===== src/rtl/coord_display_driver_if.sv =====
// coord_display_driver_if: coordinate taps in, seven-segment pins and status out
interface coord_display_driver_if;
  logic [31:0] xCoord;
  logic [31:0] yCoord;
  logic [6:0]  Seg;
  logic [7:0]  An;
  logic        Dp;
  logic        Busy;
  logic        XOvf;
  logic        YOvf;
  modport master (output xCoord, yCoord, input Seg, An, Dp, Busy, XOvf, YOvf);
  modport slave  (input xCoord, yCoord, output Seg, An, Dp, Busy, XOvf, YOvf);
endinterface


===== src/rtl/coord_display_driver.sv =====
// coord_display_driver: double-dabble x/y to BCD and scan them onto an 8-digit display
module coord_display_driver #(
  parameter int REFRESH_DIV = 100000,
  parameter bit BLANK_LZ    = 1'b1
) (
  input  logic Clk,
  input  logic Reset,
  coord_display_driver_if.slave bus
);
  localparam int PW = $clog2(REFRESH_DIV);
  typedef enum logic [1:0] {IDLE, CONV_X, CONV_Y, UPDATE} state_t;
  state_t          r_state, w_next;
  logic [31:0]     r_xlast, r_ylast;
  logic [29:0]     r_sh;
  logic [3:0]      r_cnt;
  logic [15:0]     r_xtmp, r_xdisp, r_ydisp;
  logic            r_xovf_p, r_yovf_p, r_xovf, r_yovf;
  logic [PW-1:0]   r_pre;
  logic [2:0]      r_idx;
  logic            w_start, w_last, w_blank;
  logic [13:0]     w_xclamp, w_yclamp;
  logic [29:0]     w_adj, w_step;
  logic [15:0]     w_field, w_upper;
  logic [3:0]      w_digit;
  logic [6:0]      w_seg;
  assign w_start  = (r_state == IDLE) && ((bus.xCoord != r_xlast) || (bus.yCoord != r_ylast));
  assign w_last   = (r_cnt == 4'd13);
  assign w_xclamp = (bus.xCoord > 32'd9999) ? 14'd9999 : bus.xCoord[13:0];
  assign w_yclamp = (r_ylast > 32'd9999) ? 14'd9999 : r_ylast[13:0];
  // double-dabble step: bump BCD nibbles >= 5 by 3, then shift the whole word left
  always_comb begin
    w_adj = r_sh;
    for (int i = 0; i < 4; i++)
      w_adj[14+4*i +: 4] = (r_sh[14+4*i +: 4] >= 4'd5) ? r_sh[14+4*i +: 4] + 4'd3 : r_sh[14+4*i +: 4];
  end
  assign w_step = {w_adj[28:0], 1'b0};
  // state register
  always_ff @(posedge Clk or negedge Reset)
    if (!Reset) r_state <= IDLE;
    else        r_state <= w_next;
  // next state: x and y each take exactly 14 iterations, then a single update cycle
  always_comb begin
    w_next = r_state;
    case (r_state)
      IDLE:    w_next = w_start ? CONV_X : IDLE;
      CONV_X:  w_next = w_last ? CONV_Y : CONV_X;
      CONV_Y:  w_next = w_last ? UPDATE : CONV_Y;
      default: w_next = IDLE;
    endcase
  end
  // capture, conversion datapath and display registers
  always_ff @(posedge Clk or negedge Reset)
    if (!Reset) begin
      r_xlast  <= '0;
      r_ylast  <= '0;
      r_sh     <= '0;
      r_cnt    <= '0;
      r_xtmp   <= '0;
      r_xdisp  <= '0;
      r_ydisp  <= '0;
      r_xovf_p <= 1'b0;
      r_yovf_p <= 1'b0;
      r_xovf   <= 1'b0;
      r_yovf   <= 1'b0;
    end else begin
      if (w_start) begin
        r_xlast  <= bus.xCoord;
        r_ylast  <= bus.yCoord;
        r_sh     <= {16'd0, w_xclamp};
        r_xovf_p <= bus.xCoord > 32'd9999;
        r_yovf_p <= bus.yCoord > 32'd9999;
        r_cnt    <= '0;
      end
      if (r_state == CONV_X || r_state == CONV_Y) begin
        r_cnt <= w_last ? 4'd0 : r_cnt + 4'd1;
        r_sh  <= (w_last && r_state == CONV_X) ? {16'd0, w_yclamp} : w_step;
      end
      if (r_state == CONV_X && w_last) r_xtmp <= w_step[29:14];
      if (r_state == UPDATE) begin
        r_xdisp <= r_xtmp;
        r_ydisp <= r_sh[29:14];
        r_xovf  <= r_xovf_p;
        r_yovf  <= r_yovf_p;
      end
    end
  // digit scan: each digit held for REFRESH_DIV cycles, independent of conversion
  always_ff @(posedge Clk or negedge Reset)
    if (!Reset) begin
      r_pre <= '0;
      r_idx <= '0;
    end else if (r_pre == PW'(REFRESH_DIV - 1)) begin
      r_pre <= '0;
      r_idx <= r_idx + 3'd1;
    end else begin
      r_pre <= r_pre + 1'b1;
    end
  assign w_field = r_idx[2] ? r_xdisp : r_ydisp;
  assign w_digit = w_field[{r_idx[1:0], 2'b00} +: 4];
  assign w_upper = w_field >> {r_idx[1:0], 2'b00};
  assign w_blank = BLANK_LZ && (r_idx[1:0] != 2'd0) && (w_upper == 16'd0);
  // active-low seven-segment decode {g,f,e,d,c,b,a}
  always_comb begin
    w_seg = 7'b1111111;
    case (w_digit)
      4'd0: w_seg = 7'b1000000;
      4'd1: w_seg = 7'b1111001;
      4'd2: w_seg = 7'b0100100;
      4'd3: w_seg = 7'b0110000;
      4'd4: w_seg = 7'b0011001;
      4'd5: w_seg = 7'b0010010;
      4'd6: w_seg = 7'b0000010;
      4'd7: w_seg = 7'b1111000;
      4'd8: w_seg = 7'b0000000;
      4'd9: w_seg = 7'b0010000;
      default: w_seg = 7'b1111111;
    endcase
  end
  assign bus.Seg  = w_blank ? 7'b1111111 : w_seg;
  assign bus.An   = ~(8'd1 << r_idx);
  assign bus.Dp   = (r_idx != 3'd4);
  assign bus.Busy = (r_state != IDLE);
  assign bus.XOvf = r_xovf;
  assign bus.YOvf = r_yovf;
endmodule


===== src/flat_wrapper.sv =====
// flat-port wrapper written by rule: the top's interface ports become plain ports
module coord_display_driver_flat 
#(
  parameter int REFRESH_DIV = 100000,
  parameter bit BLANK_LZ    = 1'b1
)
  (Clk, Reset, bus_xCoord, bus_yCoord, bus_Seg, bus_An, bus_Dp, bus_Busy, bus_XOvf, bus_YOvf);
  coord_display_driver_if bus_i ();
  input  logic Clk;
  input  logic Reset;
  input wire logic [$bits(bus_i.xCoord)-1:0] bus_xCoord;
  input wire logic [$bits(bus_i.yCoord)-1:0] bus_yCoord;
  output wire logic [$bits(bus_i.Seg)-1:0] bus_Seg;
  output wire logic [$bits(bus_i.An)-1:0] bus_An;
  output wire logic [$bits(bus_i.Dp)-1:0] bus_Dp;
  output wire logic [$bits(bus_i.Busy)-1:0] bus_Busy;
  output wire logic [$bits(bus_i.XOvf)-1:0] bus_XOvf;
  output wire logic [$bits(bus_i.YOvf)-1:0] bus_YOvf;
  assign bus_i.xCoord = bus_xCoord;
  assign bus_i.yCoord = bus_yCoord;
  assign bus_Seg = bus_i.Seg;
  assign bus_An = bus_i.An;
  assign bus_Dp = bus_i.Dp;
  assign bus_Busy = bus_i.Busy;
  assign bus_XOvf = bus_i.XOvf;
  assign bus_YOvf = bus_i.YOvf;
  coord_display_driver #(.REFRESH_DIV(REFRESH_DIV), .BLANK_LZ(BLANK_LZ)) u_core (.Clk(Clk), .Reset(Reset), .bus(bus_i));
endmodule

===== config.mk =====
export PLATFORM = sky130hd
export DESIGN_NAME = coord_display_driver_flat
export DESIGN_NICKNAME = d
export VERILOG_FILES = /design/src/rtl/coord_display_driver_if.sv /design/src/rtl/coord_display_driver.sv /design/src/flat_wrapper.sv
export SDC_FILE = /design/constraint.sdc
export NUM_CORES = 1
export LEC_CHECK = 0
export ABC_AREA = 1
export BUFFER_PORTS_ARGS = -buffer_cell sky130_fd_sc_hd__buf_2
export CORE_MARGIN = 1.5
export CORE_UTILIZATION = 47
export DETAILED_ROUTE_END_ITERATION = 6
export PLACE_DENSITY = 0.71
export SLEW_MARGIN = 20
export SYNTH_ARGS = -nofsm -noshare
export SYNTH_HDL_FRONTEND = slang
export SYNTH_SLANG_ARGS = --single-unit

===== constraint.sdc =====
create_clock -name Clk -period 3.6 [get_ports Clk]
set_input_delay 0.72 -clock Clk [delete_from_list [all_inputs] [get_ports Clk]]
set_output_delay 0.72 -clock Clk [all_outputs]
set_load 0.005 [all_outputs]

==> summary.txt, run 1 <==
CTS
  – Post-CTS sizing: 0
  – # hold bufs at CTS: 0
  – Root Driver: clkbuf_16
  – Post-CTS Setup Inserts: 0
  – CTS max path bufs: 2
  – Clk Latency, worst-skew pair: 430 ps
  – Clk sinks: 172
  – # H-tree levels: 4
  – CTS tree: done
  – Inserted Clock Buffers: 17
  – Worst-path clk slew: 70 ps

Power and ir drop
  – Sequential power share: 48.3%
  – Power Density: 378 nW/um^2
  – Lkg Pwr: ~6 nW
  – Sw frac: 23.1%
  – P_int: roughly 0.0032 W
  – Clk pwr share: 45.6%
  – Maximum VDD drop: 0.310 mV
  – NetSw: 0.000960 W
  – Logic gate share of total power: 6.1%

Synthesis
  – Seq/Total Area, Yosys: 44.1%
  – Yosys warning count: 0
  – Gate Count Post-Synth: 1381
  – Cell Area, Synth: 9770 sq um
  – Seq cells post-synth: approximately 170
  – Mean Syn Cell Area: 7.07 sq um
  – Post-synth ARST share: 100%
  – Mapped Nets: 1472
  – EDFF count, synth: 0
  – Synth unique cells: 32
  – Main synth FF type: dfrtp_1

STA
  – Final setup skew: 9.88 ps
  – RSZ-0062 raised after global routing: no
  – Final min period: 3270 ps
  – Max-slew violations: 0
  – Final setup fails: 0
  – Slew @ Worst Pin: 984 ps
  – Worst slew margin: around 34%
  – Final period utilization: approximately 90%
  – Hold violation count in the final report: 0
  – Final worst slack: 329 ps
  – Highest Clock Rate: 0.306 GHz
  – TNS Setup: 0 ps

Place
  – IO buf count: 84
  – Post-DP Area: 10400 sq um
  – Setup slack at placement: 591 ps
  – Detail Placement HPWL: approximately 15 mm
  – Gpl congestion: 0.858

Setup path
  – CP bufs+invs: 3
  – Startpoint Class: flop
  – Crit end category: output port
  – Reg-to-Reg Start: u_core.r_ylast[12]
  – CP dominant cell by count: nand2_1
  – Crit path max-delay cell type: dfrtp_1
  – Largest fanout on the critical path: 31
  – Register-to-register setup slack: 1250 ps
  – FF-to-FF path depth: 13
  – Worst r2r dst: u_core.r_sh[5]
  – Required time of the critical path: approximately 2900 ps
  – CP peak stage delay: 440 ps
  – CP Cell Sequence: buf_6 > o21ai_0 > nand2_1 > nand2_1 > nand2_1 > o21ai_1 > inv_1 > ha_1 > nand4_1 > a21oi_1 > nand2_1 > nand3_1 > buf_2
  – WS Path Type: flop to output port
  – Worst path top cell family by delay: simple AND/OR/NAND/NOR gates
  – CP Data Arrival Time: around 2600 ps

Floorplan
  – Die X: 147 um
  – Row count: 52
  – I/O pin total: 85
  – DIE AREA: between 20000 and 25000 sq um
  – Chip height: 147 um
  – Core area: 20300 sq um
  – Initial Util: 48.1%

Cells and area
  – Diodes inserted: 0
  – Layout area overhead: 12.5%
  – Share of layout cells above drive strength 1: 10.1%
  – Layout net count: between 1.5k and 2k
  – Final instance area: 11000 sq um

Drt
  – DRT iter0 DRCs: 529
  – Vias/cell: 4.89
  – Vias: 8472
  – DRC viols: 0
  – Final wirelength: around 21 mm
  – First drt pass iteration count: 5
  – Routed len/inst: 12.4 um
  – Antenna Nets Post-Route: 0

Global routing
  – GRT overflow: 0
  – Gr usage total: 21.2%
  – Vias in the first global route: 8066
  – Largest net degree at the start of global routing: 87
  – First-pass GRT wire length: about 38 mm
  – Antenna violations before repair: 0

Min path
  – Min-Delay Path Class: primary input to async pin

Job
  – Max Cap Viol: 0

Status
  – Status: completed
## metrics by stage
stage          instances  utilization (%)  hold slack [ps]  power [W]
2_1_floorplan       1381                -              418    0.00217
5_1_grt             1731             54.1              396    0.00434
3_5_place_dp        1700             51.1              441    0.00230
6_report            1731             54.1              330    0.00415
3_3_place_gp        1700             51.1              430    0.00229
4_1_cts             1731             54.1              381    0.00420
## registers in the layout, summed over array words and instances (netlist names)
signal and cells:
u_core.r_pre 17, u_core.r_xtmp 16, u_core.r_idx 3, u_core.r_ydisp 16
u_core.bus.YOvf 1, u_core.r_ylast 32, u_core.r_cnt 4, u_core.r_xlast 32
u_core.r_xdisp 16, u_core.r_yovf_p 1, u_core.r_sh 30, u_core.r_state 2
u_core.bus.XOvf 1, u_core.r_xovf_p 1
## power groups by stage
stage / logic, W / registers (W) / clock network [W]
5_1_grt: 0.000302 / 0.00201 / 0.00202
3_5_place_dp: 0.000257 / 0.00204 / 0
2_1_floorplan: 0.000135 / 0.00203 / 0
3_3_place_gp: 0.000249 / 0.00204 / 0
6_report: 0.000252 / 0.00201 / 0.00189
4_1_cts: 0.000258 / 0.00200 / 0.00193
## worst max-delay path by stage
stage	depth (start not counted)	start	end
6_report	13	u_core.r_idx[2]	bus_Seg[2]
5_1_grt	14	u_core.r_idx[2]	bus_Seg[2]
4_1_cts	12	u_core.r_idx[0]	bus_Seg[6]
3_5_place_dp	12	u_core.r_idx[0]	bus_Seg[6]
3_3_place_gp	12	u_core.r_idx[0]	bus_Seg[6]
2_1_floorplan	13	u_core.r_idx[2]	bus_Seg[6]
## cells in the final DEF, fill, tap and decap left out, types with 2 or more instances in the layout
cell	Yosys	final
o21ai_0	130	129
o21ai_1	4	5
bufinv_16	0	3
buf_12	0	3
or2_2	4	4
o211ai_1	2	2
nand3_1	70	70
nand4_1	23	23
clkinvlp_4	0	3
clkbuf_8	0	2
clkbuf_16	0	17
dfrtp_1	172	171
a21oi_1	26	26
nor2_2	2	3
buf_6	9	2
clkinv_4	0	3
nand2_1	520	520
a31o_2	2	2
xor2_1	19	19
buf_2	8	83
o21ai_2	2	2
nor2_1	108	107
buf_4	5	5
nor3_1	11	11
inv_1	193	193
clkbuf_1	20	2
clkinv_2	0	2
nor4_1	5	5
ha_1	25	24
mux2_2	10	10
## metal layers
layer | up-vias | GRT usage, % | routed length (um)
met5 | - | 0 | 0
met4 | 0 | 5.70 | 280
met3 | 22 | 4.97 | 1070
met2 | 183 | 35.0 | 10200
met1 | 3857 | 27.9 | 9780
li1 | 4410 | - | -
## final cells by class
type                    instances  area [sq um]
multi-input cells             969          4470
fillers                      1953          9310
clock inverters                10           141
flip-flops and latches        172          4310
inverters                     196           739
repair buffers                 93           536
clock buffers                  21           460
well taps                     270           338
## cell families (layout without fill, tap and decap cells)
family / count (synthesis) / after routing / synth area share, %
xor+xnor: 20 / 20 / 1.79
compound gates: 169 / 169 / 8.93
mux: 10 / 10 / 1.15
fa+ha+maj: 25 / 25 / 3.20
simple gates: 745 / 745 / 30.7
flops: 172 / 172 / 44.1
buf+inv: 240 / 320 / 10.2
## synth_stat cells (9+ instances only)
cell | count | area (sq um)
inv_1 | 193 | 724
a21oi_1 | 26 | 130
nor3_1 | 11 | 55.1
mux2_2 | 10 | 113
nand4_1 | 23 | 144
dfrtp_1 | 172 | 4300
o21ai_0 | 130 | 651
xor2_1 | 19 | 166
clkbuf_1 | 20 | 75.1
nor2_1 | 108 | 405
nand2_1 | 520 | 1950
buf_6 | 9 | 101
nand3_1 | 70 | 350
ha_1 | 25 | 313
Note: power is estimated with default switching activity, not from simulation.
==> inputs of run 2 (changes only) <==
--- a/config.mk
+++ b/config.mk
@@ -7,6 +7,7 @@
 export LEC_CHECK = 0
 export ABC_AREA = 1
 export BUFFER_PORTS_ARGS = -buffer_cell sky130_fd_sc_hd__buf_2
+export CORE_ASPECT_RATIO = 0.9
 export CORE_MARGIN = 1.5
 export CORE_UTILIZATION = 47
 export DETAILED_ROUTE_END_ITERATION = 6
==> run 2 against run 1 <==
  * Clock power about the same
  * Clock skew decreased by 2.1 ps
  * Sequential cell count unchanged
  * Wire length increased by 1.7%
  * Combinational power about the same
  * Critical path type unchanged
==> summary.txt, run 2 (synthesized netlist as in run 1, its figures left out) <==
Place
  – Post-DP Area: 10300 sq um (was 10400 sq um)
  – Gpl congestion: 0.901 (was 0.858)
  – Setup slack at placement: 564 ps (was 591 ps)
  – IO buf count: 84 (unchanged)
  – Detail Placement HPWL: 15.3 mm (was 15.1 mm)

Setup path
  – CP dominant cell by count: nand2_1 (unchanged)
  – CP Cell Sequence: buf_6 > o21ai_0 > nand2_1 > nand2_1 > nand2_1 > o21a_1 > ha_1 > nand4_1 > a21oi_1 > nand2_1 > nand3_1 > buf_2 (was buf_6 > o21ai_0 > nand2_1 > nand2_1 > nand2_1 > o21ai_1 > inv_1 > ha_1 > nand4_1 > a21oi_1 > nand2_1 > nand3_1 > buf_2)
  – WS Path Type: flop to output port (unchanged)
  – CP Data Arrival Time: 2580 ps (was 2550 ps)
  – Crit path max-delay cell type: dfrtp_2 (was dfrtp_1)
  – Crit end category: output port (unchanged)
  – Largest fanout on the critical path: 30 (was 31)
  – Startpoint Class: flop (unchanged)
  – CP peak stage delay: 450 ps (was 440 ps)
  – Required time of the critical path: 2880 ps (about the same)

Cells and area
  – Leading cell type in the layout, fill and taps excluded: nand2_1 (unchanged)
  – Most frequent cells in the layout: nand2_1 (520), inv_1 (193), dfrtp_1 (170) (was nand2_1 (520), inv_1 (193), dfrtp_1 (171))
  – # fillers: 1910 (was 1953)
  – Area of the multi-input gates: 4470 sq um (unchanged)
  – Sequential Area: 4310 sq um (about the same)
  – Final Core Density: 54.3% (was 54.1%)
  – Final instance area: 11000 sq um (about the same)
  – Largest regs: u_core.r_xlast x32, u_core.r_ylast x32, u_core.r_sh x30 (unchanged)
  – Share of layout cells above drive strength 1: 10.5% (was 10.1%)
  – Layout net count: 1543 (was 1540)
  – Layout area overhead: 12.2% (was 12.5%)

STA
  – Final period utilization: 91.8% (was 90.9%)
  – Final worst slack: 296 ps (was 329 ps)
  – Highest Clock Rate: 0.303 GHz (was 0.306 GHz)
  – Slew @ Worst Pin: 1050 ps (was 984 ps)
  – TNS Setup: 0 ps (unchanged)
  – Hold violation count in the final report: 0 (unchanged)
  – RSZ-0062 raised after global routing: no (unchanged)
  – Max-slew violations: 0 (unchanged)
  – Final setup skew: 7.82 ps (was 9.88 ps)
  – Final setup fails: 0 (unchanged)
  – Worst slew margin: 30.2% (was 34.4%)
  – Final min period: 3300 ps (was 3270 ps)

Floorplan
  – Row count: 49 (was 52)
  – DIE AREA: 21700 sq um (about the same)
  – I/O pin total: 85 (unchanged)
  – Core area: 20200 sq um (was 20300 sq um)
  – Die X: 155 um (was 147 um)
  – Initial Util: 48.4% (was 48.1%)
  – Chip height: 140 um (was 147 um)

Global routing
  – Antenna violations before repair: 2 (was 0)
  – Largest net degree at the start of global routing: 74 (was 87)
  – GRT overflow: 0 (unchanged)
  – Vias in the first global route: 7951 (was 8066)
  – Gr usage total: 21.3% (was 21.2%)
  – First-pass GRT wire length: 37.3 mm (was 37.5 mm)

Status
  – Status: completed (unchanged)

Drt
  – Final wirelength: 21.8 mm (was 21.4 mm)
  – Vias: 8556 (was 8472)
  – Routed len/inst: 12.6 um (was 12.4 um)
  – Antenna Nets Post-Route: 0 (unchanged)
  – Vias/cell: 4.97 (was 4.89)
  – First drt pass iteration count: 5 (unchanged)
  – DRC viols: 0 (unchanged)
  – DRT iter0 DRCs: 519 (was 529)

CTS
  – Clk Latency, worst-skew pair: 430 ps (about the same)
  – Worst-path clk slew: 60 ps (was 70 ps)
  – Root Driver: clkbuf_16 (unchanged)
  – # H-tree levels: 4 (unchanged)
  – Inserted Clock Buffers: 17 (unchanged)
  – CTS max path bufs: 2 (unchanged)
  – CTS tree: done (unchanged)
  – Clk sinks: 172 (unchanged)

Power and ir drop
  – Lkg Pwr: 6.00 nW (was 5.99 nW)
  – Power Density: 378 nW/um^2 (about the same)
  – Maximum VDD drop: 0.234 mV (was 0.310 mV)

Job
  – Max Cap Viol: 0 (unchanged)

Min path
  – Min-Delay Path Class: primary input to async pin (unchanged)
==> run 2: report_power, final <==
part / switching, W / total (W) / internal [W]
combinational: 0.000159 / 0.000252 / 0.0000927
sequential: 0.0000337 / 0.00201 / 0.00197
clock: 0.000776 / 0.00189 / 0.00111
==> run 2: worst paths after layout <==
check                                     endpoint        startpoint  slack, ps  cells past startpoint
worst max-delay path                    bus_Seg[0]   u_core.r_idx[2]        300                     12
worst min-delay path               u_core.r_pre[7]             Reset        280                      1
worst max register to register     u_core.r_sh[12]   u_core.r_cnt[1]       1030                     10
worst min register to register    u_core.r_pre[16]  u_core.r_pre[16]        450                      1
max in group asynchronous       u_core.r_xlast[12]             Reset       2400                      2
min in group Clk                  u_core.r_pre[16]  u_core.r_pre[16]        450                      1
==> run 2: routing by layer <==
layer,GRT usage [%],up-vias,wire [um],share of wire [%]
met4,6.07,2,364,1.7
met2,34.3,197,9950,46
li1,-,4430,-,-
met3,4.42,31,1170,5.4
met1,29.0,3896,10300,47
met5,0,-,11,0.051
==> run 2: timing repair <==
item,4_1_cts,5_1_grt
hold endpoints to repair,0,0
resized for setup,0,4
buffers inserted,0,0
hold buffers,0,0
setup endpoints to repair,0,7
==> run 2: layout make-up <==
type	count	share of cell area [%]
clock buffer	22	4.51
multi-input combinational	969	40.8
clock inverter	9	0.993
sequential	172	39.3
inverter	196	6.71
antenna	1	0.0228
timing repair buffer	96	4.75
tap	255	2.91
==> run 2: critical path: cells and delay by family (launching register included) <==
| family | cells | cell delay [ps] |
|---|---|---|
| adder cells (fa/ha/maj) | 1 | 230 |
| AO/OA/AOI/OAI | 3 | 570 |
| buffers and inverters | 2 | 330 |
| AND/OR/NAND/NOR | 6 | 580 |
| flip-flops | 1 | 450 |
==> run 2: stage by stage <==
stage          hold WS, ps  power [W]  std cells
3_3_place_gp           433    0.00229       1688
3_5_place_dp           440    0.00230       1688
2_1_floorplan          418    0.00217       1381
6_report               282    0.00415       1720
4_1_cts                325    0.00419       1719
5_1_grt                351    0.00431       1720
